File: config.mk
export PLATFORM = sky130hd
export DESIGN_NAME = fractal_coord_gen
export DESIGN_NICKNAME = d
export VERILOG_FILES = /design/src/rtl/fractal_pkg.sv /design/src/rtl/fractal_coord_axis.sv /design/src/rtl/fractal_coord_gen.sv
export SDC_FILE = /design/constraint.sdc
export NUM_CORES = 1
export LEC_CHECK = 0
export CORE_AREA = 4 4 166 136
export DETAILED_ROUTE_END_ITERATION = 7
export DIE_AREA = 0 0 170 140
export DONT_BUFFER_PORTS = 1
export PLACE_DENSITY = 0.8
export SLEW_MARGIN = 20
export SYNTH_ARGS = -nofsm -noshare
export SYNTH_HDL_FRONTEND = slang
export SYNTH_SLANG_ARGS = --single-unit
export TNS_END_PERCENT = 1
File: constraint.sdc
create_clock -name clk -period 10.4 [get_ports clk]
set_clock_uncertainty 0.15 [all_clocks]
set_input_delay 0.52 -clock clk [delete_from_list [all_inputs] [get_ports clk]]
set_output_delay 0.52 -clock clk [all_outputs]
set_load 0.02 [all_outputs]
File: src/rtl/fractal_pkg.sv
// fractal_pkg: shared types and constants for the fractal kernel chain.
// Holds the fixed-point word format (signed Q4.28), iteration limits, the
// coordinate generator state encoding and the seed payload carried downstream.
package fractal_pkg;

    localparam int unsigned DATA_WIDTH = 32;
    localparam int unsigned FRAC_WIDTH = 28;
    localparam int unsigned ITER_WIDTH = 8;
    localparam int unsigned MAX_ITER   = 255;

    typedef logic signed [31:0] fixed_t;

    typedef enum logic [1:0] {
        IDLE = 2'd0,
        RUN  = 2'd1,
        DONE = 2'd2
    } state_e;

    // One seed entering the first kernel stage.
    typedef struct packed {
        fixed_t                  zr;
        fixed_t                  zi;
        fixed_t                  cr;
        fixed_t                  ci;
        logic [ITER_WIDTH-1:0]   iter;
        logic                    finished;
    } seed_t;

    // Counter width for a dimension of n; a 1-pixel dimension still gets one bit.
    function automatic int unsigned cnt_width(input int unsigned n);
        return (n > 1) ? $clog2(n) : 1;
    endfunction

endpackage

File: src/rtl/fractal_coord_axis.sv
// fractal_coord_axis: one raster axis (pixel counter plus coordinate accumulator).
// Ports:
//   clk, reset     clock, async active-high reset
//   load           latch origin/delta, counter=0, acc=origin
//   step           advance: count++/acc+=delta, or wrap to 0/origin when last
//   origin, delta  signed coordinate of index 0 and step per index
//   count          current index
//   acc            coordinate of the current index (mod 2^32 wrap)
//   last           count is at N-1
module fractal_coord_axis
    import fractal_pkg::*;
#(
    parameter int unsigned N = 1
) (
    input  logic                     clk,
    input  logic                     reset,
    input  logic                     load,
    input  logic                     step,
    input  fixed_t                   origin,
    input  fixed_t                   delta,
    output logic [cnt_width(N)-1:0]  count,
    output fixed_t                   acc,
    output logic                     last
);

    localparam int unsigned CW = cnt_width(N);

    fixed_t origin_q;
    fixed_t delta_q;

    // Counter and accumulator; origin/delta held for the whole frame.
    always_ff @(posedge clk or posedge reset) begin
        if (reset) begin
            count    <= '0;
            acc      <= '0;
            origin_q <= '0;
            delta_q  <= '0;
        end else if (load) begin
            count    <= '0;
            acc      <= origin;
            origin_q <= origin;
            delta_q  <= delta;
        end else if (step) begin
            if (last) begin
                count <= '0;
                acc   <= origin_q;
            end else begin
                count <= count + CW'(1);
                acc   <= acc + delta_q;
            end
        end
    end

    assign last = (count == CW'(N - 1));

endmodule

File: src/rtl/fractal_coord_gen.sv
// fractal_coord_gen: raster-order seed generator feeding the fractal kernel.
// Optional build macro: FRACTAL_JULIA_EN (Julia seeds: z = pixel coordinate,
// c = latched jr/ji). Without it, Mandelbrot seeds: z = 0, c = pixel coordinate.
// Ports:
//   clk, reset               clock, async active-high reset
//   start                    begin a frame (only honoured while idle)
//   x0, y0, dx, dy           window origin and steps, latched at start
//   jr, ji                   Julia constant (FRACTAL_JULIA_EN only), latched at start
//   busy, done               frame in progress / one-cycle end-of-frame pulse
//   out_valid, out_ready     seed handshake
//   zr_out, zi_out           initial z
//   cr_out, ci_out           c for this pixel
//   iter_out, finished_out   always 0
//   sof, eol, eof            frame/line markers, qualified by out_valid
module fractal_coord_gen
    import fractal_pkg::*;
#(
    parameter int unsigned H_PIXELS = 1920,
    parameter int unsigned V_PIXELS = 1080
) (
    input  logic                   clk,
    input  logic                   reset,
    input  logic                   start,
    input  logic [DATA_WIDTH-1:0]  x0,
    input  logic [DATA_WIDTH-1:0]  y0,
    input  logic [DATA_WIDTH-1:0]  dx,
    input  logic [DATA_WIDTH-1:0]  dy,
`ifdef FRACTAL_JULIA_EN
    input  logic [DATA_WIDTH-1:0]  jr,
    input  logic [DATA_WIDTH-1:0]  ji,
`endif
    output logic                   busy,
    output logic                   done,
    output logic                   out_valid,
    input  logic                   out_ready,
    output logic [DATA_WIDTH-1:0]  zr_out,
    output logic [DATA_WIDTH-1:0]  zi_out,
    output logic [DATA_WIDTH-1:0]  cr_out,
    output logic [DATA_WIDTH-1:0]  ci_out,
    output logic [ITER_WIDTH-1:0]  iter_out,
    output logic                   finished_out,
    output logic                   sof,
    output logic                   eol,
    output logic                   eof
);

    if (H_PIXELS == 0 || V_PIXELS == 0) begin : g_bad_size
        $error("fractal_coord_gen: H_PIXELS and V_PIXELS must be nonzero");
    end

    localparam logic [1:0] S_IDLE = 2'(IDLE);
    localparam logic [1:0] S_RUN  = 2'(RUN);
    localparam logic [1:0] S_DONE = 2'(DONE);

    localparam int unsigned XW = cnt_width(H_PIXELS);
    localparam int unsigned YW = cnt_width(V_PIXELS);

    logic [1:0]    state;
    logic [1:0]    state_nx;
    logic          load_c;
    logic          step_x_c;
    logic          step_y_c;
    logic [XW-1:0] x_cnt;
    logic [YW-1:0] y_cnt;
    logic          x_last;
    logic          y_last;
    fixed_t        x_acc;
    fixed_t        y_acc;
    seed_t         seed_c;

    fractal_coord_axis #(.N(H_PIXELS)) u_x_axis (
        .clk    (clk),
        .reset  (reset),
        .load   (load_c),
        .step   (step_x_c),
        .origin (fixed_t'(x0)),
        .delta  (fixed_t'(dx)),
        .count  (x_cnt),
        .acc    (x_acc),
        .last   (x_last)
    );

    // The y axis only moves when the x axis wraps at end of line.
    fractal_coord_axis #(.N(V_PIXELS)) u_y_axis (
        .clk    (clk),
        .reset  (reset),
        .load   (load_c),
        .step   (step_y_c),
        .origin (fixed_t'(y0)),
        .delta  (fixed_t'(dy)),
        .count  (y_cnt),
        .acc    (y_acc),
        .last   (y_last)
    );

    // State register plus registered handshake/status flags.
    always_ff @(posedge clk or posedge reset) begin
        if (reset) begin
            state     <= S_IDLE;
            busy      <= 1'b0;
            out_valid <= 1'b0;
            done      <= 1'b0;
        end else begin
            state     <= state_nx;
            busy      <= (state_nx == S_RUN);
            out_valid <= (state_nx == S_RUN);
            done      <= (state_nx == S_DONE);
        end
    end

    // Next state and axis controls; a stalled handshake leaves everything held.
    always_comb begin
        state_nx = state;
        load_c   = 1'b0;
        step_x_c = 1'b0;
        step_y_c = 1'b0;
        case (state)
            S_IDLE: begin
                if (start) begin
                    load_c   = 1'b1;
                    state_nx = S_RUN;
                end
            end
            S_RUN: begin
                if (out_ready) begin
                    step_x_c = 1'b1;
                    if (x_last) begin
                        step_y_c = 1'b1;
                        if (y_last) begin
                            state_nx = S_DONE;
                        end
                    end
                end
            end
            S_DONE:  state_nx = S_IDLE;
            default: state_nx = S_IDLE;
        endcase
    end

`ifdef FRACTAL_JULIA_EN
    fixed_t jr_q;
    fixed_t ji_q;

    // Julia constant, captured with the window.
    always_ff @(posedge clk or posedge reset) begin
        if (reset) begin
            jr_q <= '0;
            ji_q <= '0;
        end else if (load_c) begin
            jr_q <= fixed_t'(jr);
            ji_q <= fixed_t'(ji);
        end
    end

    assign seed_c = '{zr: x_acc, zi: y_acc, cr: jr_q, ci: ji_q,
                      iter: '0, finished: 1'b0};
`else
    assign seed_c = '{zr: '0, zi: '0, cr: x_acc, ci: y_acc,
                      iter: '0, finished: 1'b0};
`endif

    assign zr_out       = seed_c.zr;
    assign zi_out       = seed_c.zi;
    assign cr_out       = seed_c.cr;
    assign ci_out       = seed_c.ci;
    assign iter_out     = seed_c.iter;
    assign finished_out = seed_c.finished;

    assign sof = out_valid && (x_cnt == '0) && (y_cnt == '0);
    assign eol = out_valid && x_last;
    assign eof = out_valid && x_last && y_last;

endmodule

# Word level (Yosys, flattened, before mapping)
# Cells that the tools add are included.
[classes]
n_mux = 24
n_eq_ne = 5
n_addsub = 4
reduce_logical = 9
[op_table]
columns = ["op", "count"]
rows = [
  ["32-bit 2-to-1 mux", 6],
  ["11-bit 2-to-1 mux", 6],
  ["32-bit adder", 2],
  ["11-bit by 1-bit adder with 11-bit output, second input constant", 2],
  ["11-bit == test, second input constant", 2],
  ["11-bit zero test", 2],
  ["2-bit 2-to-1 mux", 4],
  ["1-bit 2-to-1 mux", 7],
  ["2-bit by 1-bit == test with 1-bit output, second input constant", 2],
  ["1-bit logical AND", 4],
  ["2-bit one-hot mux with 2 select lines", 1],
  ["2-bit nonzero test", 2],
  ["2-bit == test, second input constant", 1],
  ["2-bit zero test", 1],
]
[word_totals]
reg_bits = 218
inputBits = 132

# Logic depth before layout (Yosys ltp)
[logic_depth]
depth_word = 6
ltp_mapped = 11
depth_no_buf = 10

# By module
# Synthesis repeated with hierarchy kept, for this count alone.
[unflattened]
hier_cells = 1429
hier_area_um2 = 13285.2
[by_module_without_submodules]
columns = ["mod", "seq_area_each_um2", "n_inst", "area_each_um2", "cells_each"]
rows = [
  ["fractal_coord_axis (u_y_axis)", 2677.6, 1, 6266.0, 664],
  ["fractal_coord_axis (u_x_axis)", 2677.6, 1, 6223.5, 664],
  ["fractal_coord_gen", 100.1, 1, 795.8, 101],
]

# Least setup slack after synthesis
# Ideal clock, no wire load.
[synth_timing]
kind = "flip-flop to flip-flop"
startpoint = "reg u_y_axis.acc[0]"
endpoint = "reg u_y_axis.acc[24]"
t_arrival_ns = 2.832
path_slack_ns = 7.281
stages_incl_launch_ff = 11
path_cell_list = "dfrtp_1 ha_1 fa_1 a211oi_1 o211ai_1 a41oi_1 nor3_1 or2_2 a311oi_1 a41o_1 a31oi_1"
[synth_via]
elab_chain_cells = 4
[synth_lines]
columns = ["element", "line", "text"]
rows = [
  ["from (decl)", "fractal_coord_axis.sv:22", "output fixed_t acc,"],
  ["from (signal assigned)", "fractal_coord_axis.sv:40", "acc <= origin;"],
  ["from (signal assigned)", "fractal_coord_axis.sv:46", "acc <= origin_q;"],
  ["from (signal assigned)", "fractal_coord_axis.sv:49", "acc <= acc + delta_q;"],
  ["32-bit adder", "fractal_coord_axis.sv:49", ""],
  ["32-bit 2-to-1 mux", "fractal_coord_axis.sv:44", "if (last) begin"],
  ["32-bit 2-to-1 mux", "fractal_coord_axis.sv:43", "end else if (step) begin"],
  ["32-bit 2-to-1 mux", "fractal_coord_axis.sv:38", "end else if (load) begin"],
]
# Every way passes these cells. The select of a mux whose other input is x is not followed.
# A chain may end at the register's enable or synchronous reset.

# Worst setup path after layout
[layout_timing]
startpoint = "reg u_y_axis.acc[0]"
endpoint = "reg u_y_axis.acc[30]"
# Same word-level chain as after synthesis.

==> run_results.csv <==
group,metric,value,unit
run_status,status,"finished clean",
route,via_count,12511,
die,start_util,63.6,%
clock_network,numCtsBuffers,23,
clock_network,cts-root-buf,"clkbuf_16",
synthesis,synth_warnings,0,
sta,finalCriticalPeriod,3.79,ns
layout,layout_commonest_cell,"nand2_1",
placed_design,pre_cts_ws,6.79,ns
grt,grt_pass1_vias,11848,
worst_setup_path,cp_max_fo,3,
route,viasPerCell,6.14,
layout,drive_above_1_share,3.98,%
sta,period_share,36.5,%
route,ant_nets,0,
sta,grt_setup_unrepaired,"false",
sta,max-slew-margin-rel,31.8,%
worst_setup_path,cpMaxStageDelayCell,"o41ai_1",
synthesis,synth.distinct_cells,66,
sta,slew_violations,0,
sta,clock.fmax,264,MHz
sta,layout_setup_ws,6.61,ns
power_and_ir_drop,pwr-share-comb,33.5,%
sta,final.setup.tns,0,ns
layout,nets,1943,
grt,grt_pass1_wl,60500,um
grt,grt_overflow,0,
worst_setup_path,critPathLaunchType,"register",
clock_network,clk_pin_slew_worst_paths,0.06,ns
power_and_ir_drop,p_sw_share,38.2,%
worst_setup_path,max_stage_delay,0.67,ns
grt,track_usage,30.7,%
power_and_ir_drop,p_leak,7.36,nW
die,core_region_area,0.0211,mm^2
synthesis,syn_area_per_cell,8.05,um^2
power_and_ir_drop,power_switching,0.00120,W
die,num_rows,48,
worst_setup_path,path_buf_inv,0,
power_and_ir_drop,p_per_area,205,mW/mm^2
clock_network,clockBufferDepth,3,
die,fp.dieW,170,um
placed_design,placement.io_buffers,0,
worst_setup_path,crit_type,"reg -> reg",
route,totalWireLength,37500,um
die,die_h,140,um
worst_setup_path,worstSetupEndpointType,"register",
sta,finalSetupViolCount,0,
synthesis,synth_edf_count,0,
synthesis,synthArstFlopShare,100,%
route,drt-initial-drc-count,1303,
power_and_ir_drop,peakVddDrop,180,uV
synthesis,yosysSeqAreaShare,40.7,%
synthesis,syn_inst,1665,
clock_network,cts_tree,"yes",
die,io_pins,275,
synthesis,syn_area,0.0134,mm^2
sta,hold_viol,0,
clock_network,cts_max_level,1,
clock_network,post_cts_resized,0,
flow_run,timing.max_cap.violations,0,
worst_setup_path,cp.arrival,4.04,ns
grt,grt_max_degree,118,
hold_path,hold_path_class,"in -> reg",
synthesis,ys.flop_type,"dfrtp_1",
power_and_ir_drop,clkPwrFrac,26.9,%
die,die_area,0.0238,mm^2
clock_network,clock_sinks,218,
worst_setup_path,cp.required,10.65,ns
sta,fin_hold_ws,0.0236,ns
worst_setup_path,crit_chain,"ha_1 > fa_1 > a211oi_1 > o211ai_1 > nand2_1 > o41ai_1 > a21boi_0 > o21ai_0 > nor3_1 > o31a_1",
layout,syn2layout_area_growth,14.4,%
worst_setup_path,crit_family,"compound AO/OA/AOI/OAI gates",
grt,antenna_found_initial,2,
placed_design,place_hpwl,24200,um
route,drcViolationCount,0,
power_and_ir_drop,pwr-share-seq,39.6,%
synthesis,ys_ff_latch,218,
clock_network,clkLatencyLatePin,0.53,ns
route,avgRoutedWirePerCell,18.4,um
placed_design,place.gp.congestion,0.936,
layout,final_cell_mix,"528 x nand2_1, 218 x dfrtp_1, 126 x dlygate4sd3_1, 124 x o21ai_0, 107 x a21oi_1",
sta,tightest_slew,1.02,ns
power_and_ir_drop,internal_power,0.00194,W
route,first_pass_iters,8,
-- synthesized netlist by cell type (all sizes together), types with 3 or more instances --
| cell type | n | share of area [%] |
|---|---|---|
| nand2 | 529 | 15 |
| dfrtp | 218 | 41 |
| o21ai | 125 | 4.7 |
| a21oi | 109 | 4.2 |
| buf | 87 | 4.5 |
| clkbuf | 73 | 2.0 |
| ha | 66 | 6.2 |
| nor2 | 56 | 1.6 |
| nand3 | 31 | 1.2 |
| xnor2 | 27 | 1.8 |
| xor2 | 27 | 1.8 |
| o211ai | 25 | 1.4 |
| nor3 | 24 | 0.90 |
| a21o | 22 | 1.2 |
| a31oi | 21 | 0.98 |
| inv | 21 | 0.59 |
| nand4 | 20 | 0.93 |
| and3 | 18 | 0.84 |
| o21bai | 12 | 0.67 |
| o31ai | 12 | 0.67 |
| a211oi | 11 | 0.62 |
| nand2b | 11 | 0.51 |
| nor2b | 10 | 0.47 |
| o21a | 10 | 0.56 |
| o22ai | 9 | 0.42 |
| mux2i | 7 | 0.52 |
| nor4 | 7 | 0.33 |
| a222oi | 6 | 0.45 |
| and2 | 6 | 0.28 |
| a22oi | 5 | 0.28 |
| or3 | 5 | 0.23 |
| a31o | 4 | 0.26 |
| o221ai | 4 | 0.26 |
| o41ai | 4 | 0.26 |
| a311oi | 3 | 0.20 |
| and4 | 3 | 0.20 |
| o2111ai | 3 | 0.20 |
-- layout make-up --
class	count	area [um^2]
Fill cell	1530	5740
Inverter	21	86.3
Sequential cell	218	5460
Antenna cell	2	5.00
Clock buffer	35	681
Clock inverter	7	93.8
Tap cell	275	344
Multi-Input combinational cell	1338	7300
Timing Repair Buffer	141	1370
-- worst register-to-register path, delay by kind of cell, from the launching register on --
| kind | cells | cell delay [ns] |
|---|---|---|
| simple gates | 2 | 0.28 |
| fa+ha+maj | 2 | 0.48 |
| flops | 1 | 0.49 |
| compound gates | 6 | 2.26 |
-- final timing paths --
| kind | start | slack [ns] | depth (start not counted) | to |
|---|---|---|---|---|
| min | y0[30] | 0.02 | 2 | u_y_axis.origin_q[30] |
| min reg2reg | u_y_axis.origin_q[31] | 0.32 | 2 | u_y_axis.origin_q[31] |
| max in group asynchronous | reset | 8.33 | 3 | u_y_axis.origin_q[26] |
| min in group asynchronous | reset | 0.53 | 2 | u_x_axis.origin_q[1] |
| max | u_y_axis.acc[0] | 6.61 | 10 | u_y_axis.acc[30] |
| max reg2reg | u_y_axis.acc[0] | 6.61 | 10 | u_y_axis.acc[30] |
-- routing by layer --
metal	track usage, %	share of wire [%]
met1	44.1	43
met3	7.65	11
met4	9.58	3.1
met2	46.2	44
met5	0	0
-- cell families (layout without fill, tap and decap cells) --
| logic type | after synthesis | after routing | synth area share (%) |
|---|---|---|---|
| AND/OR/NAND/NOR | 734 | 734 | 23.1 |
| AO/OA/AOI/OAI | 402 | 402 | 18.4 |
| flip-flops | 218 | 218 | 40.7 |
| buffers and inverters | 181 | 204 | 7.17 |
| adder cells (fa/ha/maj) | 68 | 68 | 6.46 |
| XOR/XNOR | 54 | 54 | 3.53 |
| multiplexers | 7 | 7 | 0.523 |
| other | 1 | 75 | 0.0280 |
-- power groups by stage --
stage	clock, W	combinational [W]	sequential [W]
2_1_floorplan	0	0.000825	0.00120
3_3_place_gp	0	0.000950	0.00125
3_5_place_dp	0	0.000976	0.00126
4_1_cts	0.000862	0.00103	0.00124
5_1_grt	0.000893	0.00118	0.00126
6_report	0.000847	0.00105	0.00125
-- registers in the layout, indices dropped and copies added (netlist names) --
register and flops:
done 1, out_valid 1, state 2, u_x_axis.acc 32, u_x_axis.count 11, u_x_axis.delta_q 32, u_x_axis.origin_q 32, u_y_axis.acc 32
u_y_axis.count 11, u_y_axis.delta_q 32, u_y_axis.origin_q 32
-- what timing repair did --
item                                   4_1_cts  5_1_grt
hold buffers                               126        0
endpoints found under the hold margin      254        0
setup buffers                                0        0
-- per-stage QoR --
step	utilization (%)	power, W	area, um^2	instances
floorplan	-	0.00203	13700	1737
global placement	63.1	0.00220	13300	1867
detailed placement	63.1	0.00223	13300	1867
CTS	72.7	0.00313	15300	2035
global route	72.8	0.00333	15300	2037
finish	72.8	0.00315	15300	2037
Note: power is estimated with default switching activity, not from simulation.
